<file path="src/rtl/image_scaler_ctrl.sv">
// Image scaler control: walks the destination raster, maps each pixel back to a
// source pixel (x2/x4 zoom or decimation), fetches it through a one-entry cache and writes it out.
module image_scaler_ctrl #(
    parameter int SRC_W  = 160,
    parameter int SRC_H  = 120,
    parameter int PIX_W  = 8,
    parameter int SRC_AW = 15,
    parameter int DST_AW = 19
) (
    input  logic              clk,
    input  logic              reset_n,
    input  logic              btn_start,
    input  logic [1:0]        sw_mode,
    input  logic              abort,
    output logic              rd_req,
    output logic [SRC_AW-1:0] rd_addr,
    input  logic              rd_valid,
    input  logic [PIX_W-1:0]  rd_data,
    output logic              wr_req,
    output logic [DST_AW-1:0] wr_addr,
    output logic [PIX_W-1:0]  wr_data,
    input  logic              wr_ready,
    output logic [2:0]        current_state,
    output logic              busy,
    output logic              processing_done
);

    typedef enum logic [2:0] {
        IDLE    = 3'b000,
        CONFIG  = 3'b001,
        FETCH   = 3'b010,
        PROCESS = 3'b011,
        WRITE   = 3'b100,
        DONE    = 3'b101
    } state_t;

    state_t            state, state_nxt;
    logic              btn_q, btn_armed, start_edge;
    logic              down_q;
    logic [1:0]        shift_k, cfg_k;
    logic [DST_AW-1:0] dst_w, dst_h, dx, dy, sx, sy;
    logic              cache_vld, cache_hit, last_pix;
    logic [SRC_AW-1:0] cache_addr;
    logic [PIX_W-1:0]  cache_data;

    // Destination dimension from a source dimension; decimation floors.
    function automatic logic [DST_AW-1:0] scale_dim(input logic [DST_AW-1:0] v,
                                                    input logic down, input logic [1:0] k);
        return down ? (v >> k) : (v << k);
    endfunction

    // Source coordinate from a destination coordinate (inverse of scale_dim).
    function automatic logic [DST_AW-1:0] map_coord(input logic [DST_AW-1:0] d,
                                                    input logic down, input logic [1:0] k);
        return down ? (d << k) : (d >> k);
    endfunction

    // btn_armed blocks a start from a button already held high when reset releases.
    assign start_edge = btn_start && !btn_q && btn_armed;

    always_comb begin
        sx        = map_coord(dx, down_q, shift_k);
        sy        = map_coord(dy, down_q, shift_k);
        rd_addr   = SRC_AW'(sy) * SRC_AW'(SRC_W) + SRC_AW'(sx);
        cache_hit = cache_vld && (cache_addr == rd_addr);
        last_pix  = (dx == dst_w - DST_AW'(1)) && (dy == dst_h - DST_AW'(1));
        cfg_k     = sw_mode[0] ? 2'd2 : 2'd1;
    end

    assign current_state   = state;
    assign busy            = (state != IDLE);
    assign rd_req          = (state == FETCH) && !cache_hit;
    assign wr_req          = (state == WRITE);
    assign processing_done = (state == DONE);

    always_comb begin
        state_nxt = IDLE;
        case (state)
            IDLE:    state_nxt = start_edge ? CONFIG : IDLE;
            CONFIG:  state_nxt = FETCH;
            FETCH:   state_nxt = (cache_hit || rd_valid) ? PROCESS : FETCH;
            PROCESS: state_nxt = WRITE;
            WRITE:   state_nxt = wr_ready ? (last_pix ? DONE : FETCH) : WRITE;
            DONE:    state_nxt = IDLE;
            default: state_nxt = IDLE;
        endcase
        if (abort && (state != IDLE))
            state_nxt = IDLE;
    end

    always_ff @(posedge clk or negedge reset_n) begin
        if (!reset_n)
            state <= IDLE;
        else
            state <= state_nxt;
    end

    always_ff @(posedge clk or negedge reset_n) begin
        if (!reset_n) begin
            btn_q      <= 1'b0;
            btn_armed  <= 1'b0;
            down_q     <= 1'b0;
            shift_k    <= 2'd0;
            dst_w      <= '0;
            dst_h      <= '0;
            dx         <= '0;
            dy         <= '0;
            cache_vld  <= 1'b0;
            cache_addr <= '0;
            cache_data <= '0;
            wr_addr    <= '0;
            wr_data    <= '0;
        end else begin
            btn_q <= btn_start;
            if (!btn_start)
                btn_armed <= 1'b1;
            if (!abort) begin
                case (state)
                    CONFIG: begin
                        down_q    <= sw_mode[1];
                        shift_k   <= cfg_k;
                        dst_w     <= scale_dim(DST_AW'(SRC_W), sw_mode[1], cfg_k);
                        dst_h     <= scale_dim(DST_AW'(SRC_H), sw_mode[1], cfg_k);
                        dx        <= '0;
                        dy        <= '0;
                        cache_vld <= 1'b0;
                    end
                    FETCH: begin
                        if (!cache_hit && rd_valid) begin
                            cache_vld  <= 1'b1;
                            cache_addr <= rd_addr;
                            cache_data <= rd_data;
                        end
                    end
                    PROCESS: begin
                        wr_data <= cache_data;
                        wr_addr <= dy * dst_w + dx;
                    end
                    WRITE: begin
                        if (wr_ready && !last_pix) begin
                            if (dx == dst_w - DST_AW'(1)) begin
                                dx <= '0;
                                dy <= dy + DST_AW'(1);
                            end else begin
                                dx <= dx + DST_AW'(1);
                            end
                        end
                    end
                    default: ;
                endcase
            end
        end
    end

endmodule

</file>
<file path="config.mk">
export PLATFORM = sky130hd
export DESIGN_NAME = image_scaler_ctrl
export DESIGN_NICKNAME = d
export VERILOG_FILES = /design/src/rtl/image_scaler_ctrl.sv
export SDC_FILE = /design/constraint.sdc
export NUM_CORES = 1
export LEC_CHECK = 0
export CORE_AREA = 2 2 141 212
export DETAILED_ROUTE_END_ITERATION = 8
export DIE_AREA = 0 0 143 214
export GPL_TIMING_DRIVEN = 0
export SLEW_MARGIN = 20
export SYNTH_ARGS = -nofsm -noshare
export SYNTH_HDL_FRONTEND = slang
export SYNTH_SLANG_ARGS = --single-unit
export TNS_END_PERCENT = 5
</file>
<file path="constraint.sdc">
create_clock -name clk -period 8.9 [get_ports clk]
set_input_delay 0.89 -clock clk [delete_from_list [all_inputs] [get_ports clk]]
set_output_delay 0.89 -clock clk [all_outputs]
set_load 0.02 [all_outputs]
</file>
## Word level (Yosys, flattened, before mapping)

Index checks and enable logic that the tools add are counted.

| storage, ports and cells | value |
|---|---|
| bits in registers | 135 |
| bits of input ports | 16 |
| output and inout port bits | 49 |
| word-level logic and storage cells | 83 |

| cells by class | value |
|---|---|
| add/subtract/negate cells | 6 |
| multiply operators | 2 |
| eq/ne operators | 11 |
| shift-type cells | 8 |
| muxes and demuxes | 19 |
| bitwise operators | 1 |
| reductions and logical operators | 22 |

Operator list:

| cell | number |
|---|---|
| $mux W19 | 6 |
| $pmux W19 S2 | 2 |
| $add A19 B1 Y19 const B | 2 |
| $eq A19 B19 Y1 | 2 |
| $shl A19 B2 Y15 | 2 |
| $shr A19 B2 Y15 | 2 |
| $sub A19 B1 Y19 const B | 2 |
| $mux W15 | 2 |
| $add A19 B19 Y19 | 1 |
| $mul A19 B19 Y19 | 1 |
| $shl A7 B2 Y19 const A | 1 |
| $shl A8 B2 Y19 const A | 1 |
| $shr A7 B2 Y19 const A | 1 |
| $shr A8 B2 Y19 const A | 1 |
| $add A15 B15 Y15 | 1 |
| $eq A15 B15 Y1 | 1 |
| $mul A15 B3 Y10 const B | 1 |
| $pmux W3 S5 | 1 |
| $mux W3 | 3 |
| $reduce_and A3 Y1 | 3 |
| $logic_and A1 B1 Y1 | 8 |
| $eq A3 B2 Y1 const B | 2 |
| $eq A3 B3 Y1 const B | 2 |
| $ne A2 B1 Y1 const B | 3 |
| 12 further kinds | 18 |

## Logic depth before layout (Yosys ltp)

Gate-level depths: netlist (run 1).

| depth | value |
|---|---|
| depth after elaboration | 10 |
| mapped depth | 26 |
| gate-level depth less buffers | 23 |

## Worst setup path after synthesis (run 1)

OpenSTA, ideal clock, no wires.

| path | value |
|---|---|
| kind | flip-flop to flip-flop |
| start point | register shift_k[0] (netlist name) |
| end point | register wr_addr[18] |
| setup time | 0.082 ns |
| arrival time | 6.389 ns |
| data required time | 8.818 ns |
| setup slack | 2.429 ns |
| stages on the path, launching flop included | 26 |
| buffers on the path | 4 |
| period minus slack after synthesis | 6.471 ns |
| cell sequence | dfrtp_1 > buf_6 > buf_2 > buf_1 > clkbuf_1 > and2_1 > fa_1 > inv_1 > fa_1 > inv_1 > ha_1 > inv_1 > fa_1 > inv_1 > fa_1 > fa_1 > inv_1 > fa_1 > inv_1 > ha_1 > or3_1 > nor3_1 > nor3_1 > o31a_1 > or3_1 > a31oi_1 |

RTL lines:

| element | RTL line | RTL |
|---|---|---|
| end signal, assigned | 137 | `wr_addr <= dy * dst_w + dx;` |
| end, declared | 20 | `output logic [DST_AW-1:0] wr_addr,` |

## Worst setup path after layout (run 1)

| path | value |
|---|---|
| start point | register shift_k[0] |
| end point | output port rd_req |

| between the ends | value |
|---|---|
| cells in the longest elaborated chain, start to end | 8 |
| elaborated cells between the ends (all ways) | 12 |
| classes of those cells | add/sub (1); mul (1); eq/ne (1); shift (4); mux (2); reduce/logical (3) |

Ends and longest elaborated chain:

| element | RTL line | RTL |
|---|---|---|
| start, declared | 40 | `logic [1:0] shift_k, cfg_k;` |
| start signal, assigned | 121 | `shift_k <= cfg_k;` |
| $shr A19 B2 Y15 / $shl A19 B2 Y15 (equally long branches) | 55 | `return down ? (d << k) : (d >> k);` |
| $mux W15 | 55 |  |
| $mul A15 B3 Y10 | 64 | `rd_addr = SRC_AW'(sy) * SRC_AW'(SRC_W) + SRC_AW'(sx);` |
| $add A15 B15 Y15 * | 64 |  |
| $eq A15 B15 Y1 * | 65 | `cache_hit = cache_vld && (cache_addr == rd_addr);` |
| $logic_and A1 B1 Y1 * | 65 |  |
| $logic_not A1 Y1 * | 72 | `assign rd_req = (state == FETCH) && !cache_hit;` |
| $logic_and A1 B1 Y1 * | 72 |  |
| end, declared | 15 | `output logic rd_req,` |

Mark *: on every way between the ends. The rest lies on a longest branch, timed or not.

==> metrics.yaml, run 1 <==
outcome:
  status: "finished clean"
global_routing:
  grt_pass1_wl_um: 50200
  grt_pass1_vias: 9495
  grt_usage: 0.211
  grt_max_degree: 62
  antenna_found_initial: 0
  grt_overflow: 0
logic_synthesis:
  ys_ff_latch: 104
  avgSynthCellArea_um2: 9.04
  syn-instance-count: 1256
  synth_area_mm2: 0.0113
  ys_async_sr_fraction: 1.00
  synth.area.top_cells: "dfrtp_1 (23%), fa_1 (13%), ha_1 (12%)"
  synth.yosys.seq_area_share: 0.229
  yosysUniqueCellTypes: 73
  yosysTopAreaCell: "dfrtp_1"
  yosys_warnings: 0
  synth_top_area_frac: 0.229
  synth_edf_count: 0
  synth_ff_type: "dfrtp_1"
die:
  io_pins: 65
  dieArea_mm2: 0.0306
  die_w_um: 143
  coreArea_mm2: 0.0286
  std_cell_rows: 76
  die_y_um: 214
  initial_core_util: 0.396
clocking:
  clock_sinks: 104
  cts_tree: "yes"
  root_buffer: "clkbuf_16"
  clk_pin_slew_ps: 80
  cts.repair.resized: 0
  insertion_delay_ps: 390
  htreeDepth: 3
  post-cts-setup-buffer-count: 0
  cts_max_path_buffers: 2
  cts_made_buffers: 9
  cts_hold_buf: 0
worst_setup_path:
  rrSetupSlack_ps: 1420
  cp.depth: 22
  cp-end-kind: "output pin"
  rr_startpoint: "shift_k[0]$_DFFE_PN0P_"
  path_max_fanout: 10
  worstPathArrival_ps: 7370
  start_kind: "flop"
  slowest_stage: "nor4b_1"
  critPathMostFrequentCell: "ha_1"
  path_delay_family: "buffers and inverters"
  cpPeakStageDelay_ps: 620
  cp.required_ps: 8010
  cp_num_buf_inv: 6
  rr_worst_depth: 25
  crit_path_cell_trace: "buf_6 -> buf_2 -> buf_1 -> clkbuf_1 -> clkbuf_1 -> nand2_1 -> nor2_1 -> o21ai_0 -> o21ai_0 -> ha_1 -> ha_1 -> a21o_1 -> a21oi_1 -> xnor2_1 -> ha_1 -> or2_2 -> nor4b_1 -> o31ai_1 -> xnor3_2 -> mux2_2 -> nor2b_1 -> clkdlybuf4s50_1"
  path_class: "flop to output pin"
  r2r-end: "wr_addr[18]$_DFFE_PN0P_"
sta:
  clock-skew-final_ps: 14.3
  finalCriticalPeriod_ps: 8260
  clock.fmax_mhz: 121
  slew_viol_final: 0
  fin_crit_sh: 0.928
  rsz0062_at_grt: "false"
  finalHoldViolCount: 0
  tightestPinTransition_ps: 779
  fin_hold_ws_ps: 470
  setup_viol: 0
  maxSlewHeadroom: 0.479
  setup_tns_ps: 0
cells_and_area:
  layout.nets: 1531
  layout_commonest_cell: "nand2_1"
  drive_above_1_share: 0.0722
  diodes: 0
  area_growth_pct: 13.1
  mostFrequentLayoutCells: "nand2_1 (165), inv_1 (139), ha_1 (105)"
route:
  wl_per_cell_um: 17.8
  antenna_left: 0
  routed_wirelength_um: 30900
  drc_errors: 0
  first_pass_iters: 6
  routed_via_density: 5.26
  drtIter0Drc: 485
  vias: 9122
pwr:
  p_sw_w: 0.00135
  max-vdd-ir-drop_mv: 0.108
  p_int_w: 0.00157
  powerDensity_mw_per_mm2: 228
  clockPowerShare: 0.142
  power.leakage_nw: 6.23
  seq_power_share: 0.244
  p_comb_frac: 0.614
  switching_share: 0.463
place:
  place.port_buffers: 64
  hpwl_um: 25100
  gp_congestion: 0.873
min_path:
  worstHoldPathType: "input port to async pin"
job:
  maxCapViolCount: 0
[synth_stat cells, drive strengths merged (18+ instances only)]
cell type	number
fa	71
o21ai	49
xnor2	64
dfrtp	104
nand3	29
nor3	21
xor2	30
a21oi	39
ha	105
mux2	30
inv	140
nor2	65
clkbuf	53
mux4	21
nand4	18
nand2	165
and2	46
buf	19
[through the flow]
stage,util,setup slack [ps],power (W),std cells,cell area [um^2]
CTS,0.449,631,0.00294,1734,12800
finish,0.449,645,0.00292,1734,12800
floorplan,-,2430,0.00193,1263,11400
global placement,0.437,1030,0.00249,1717,12500
detailed placement,0.438,1030,0.00251,1718,12500
global route,0.449,193,0.00314,1734,12800
[logic make-up (layout without fill, tap and decap cells)]
kind of cell,after synthesis,in the layout,share of synthesized area
xor gates and xnor gates,97,97,0.0793
adders and majority gates,176,176,0.241
and+or+nand+nor,433,433,0.191
buffers and inverters,215,296,0.0753
AOI/OAI and AO/OA,165,165,0.0939
DFF,104,104,0.229
other,2,9,0.000662
muxes,64,64,0.0899
[power groups by stage]
stage	registers [W]	clock network, W	logic (W)
floorplan	0.000743	0	0.00119
global placement	0.000717	0	0.00178
detailed placement	0.000718	0	0.00179
CTS	0.000712	0.000427	0.00180
global route	0.000728	0.000450	0.00196
finish	0.000712	0.000416	0.00179
[registers in the layout, indices dropped and copies added (netlist names), 3 cells and up]
signal / count
dx: 19
cache_addr: 15
wr_data: 8
cache_data: 8
dst_w: 3
wr_addr: 19
current_state: 3
dst_h: 4
dy: 19
[metal layers]
layer	global-route usage	up-vias	share of wire
li1	-	4378	-
met1	0.245	4480	0.39
met2	0.379	199	0.53
met3	0.0275	65	0.033
met4	0.100	0	0.047
met5	0	-	0
[cell type report]
class	instances	area (um^2)
Clock buffer	9	225
Sequential cell	104	2600
Clock inverter	7	75.1
Fill cell	2817	15800
Tap cell	390	488
Timing Repair Buffer	65	669
Inverter	143	537
Buffer	72	318
Multi-Input combinational cell	944	7920
[worst register-to-register path, cell delays in order (launching register included)]
cell and delay (ps):
dfrtp_1 340, buf_6 140, buf_2 270, buf_1 600, clkbuf_1 580, and2_1 320, fa_1 410, inv_1 70
fa_1 420, inv_1 70, ha_1 140, inv_1 50, fa_1 530, inv_1 50, fa_1 460, fa_1 550
inv_1 60, fa_1 500, inv_1 50, ha_1 230, or3_1 350, nor3_1 320, nor3_1 130, o31a_1 300
or3_1 300, a31oi_1 190
[worst max-delay path by stage]
stage	from	end	slack (ps)
after floorplan	shift_k[0]$_DFFE_PN0P_	wr_addr[18]$_DFFE_PN0P_	2430
after CTS	shift_k[0]$_DFFE_PN0P_	rd_req	630
after detailed placement	shift_k[0]$_DFFE_PN0P_	rd_req	1030
after global placement	shift_k[0]$_DFFE_PN0P_	rd_req	1030
final	shift_k[0]$_DFFE_PN0P_	rd_req	640
after global routing	shift_k[0]$_DFFE_PN0P_	rd_req	190
No activity file was read; power rests on OpenSTA's default activity.
==> inputs of run 2 (changes only) <==
CAP_MARGIN = 10   (was default)
clock period = 9.07 ns   (was 8.9 ns; I/O delays follow)
==> results of run 2 <==
The final DEF is identical to that of run 1. Status: finished clean.
Among the figures that moved: setup slack after placement 1030 ps -> 1190 ps; setup slack after layout 645 ps -> 798 ps; register-to-register setup slack 1420 ps -> 1590 ps; total power 0.00292 W -> 0.00287 W; worst IR drop on VDD 0.108 mV -> 0.106 mV
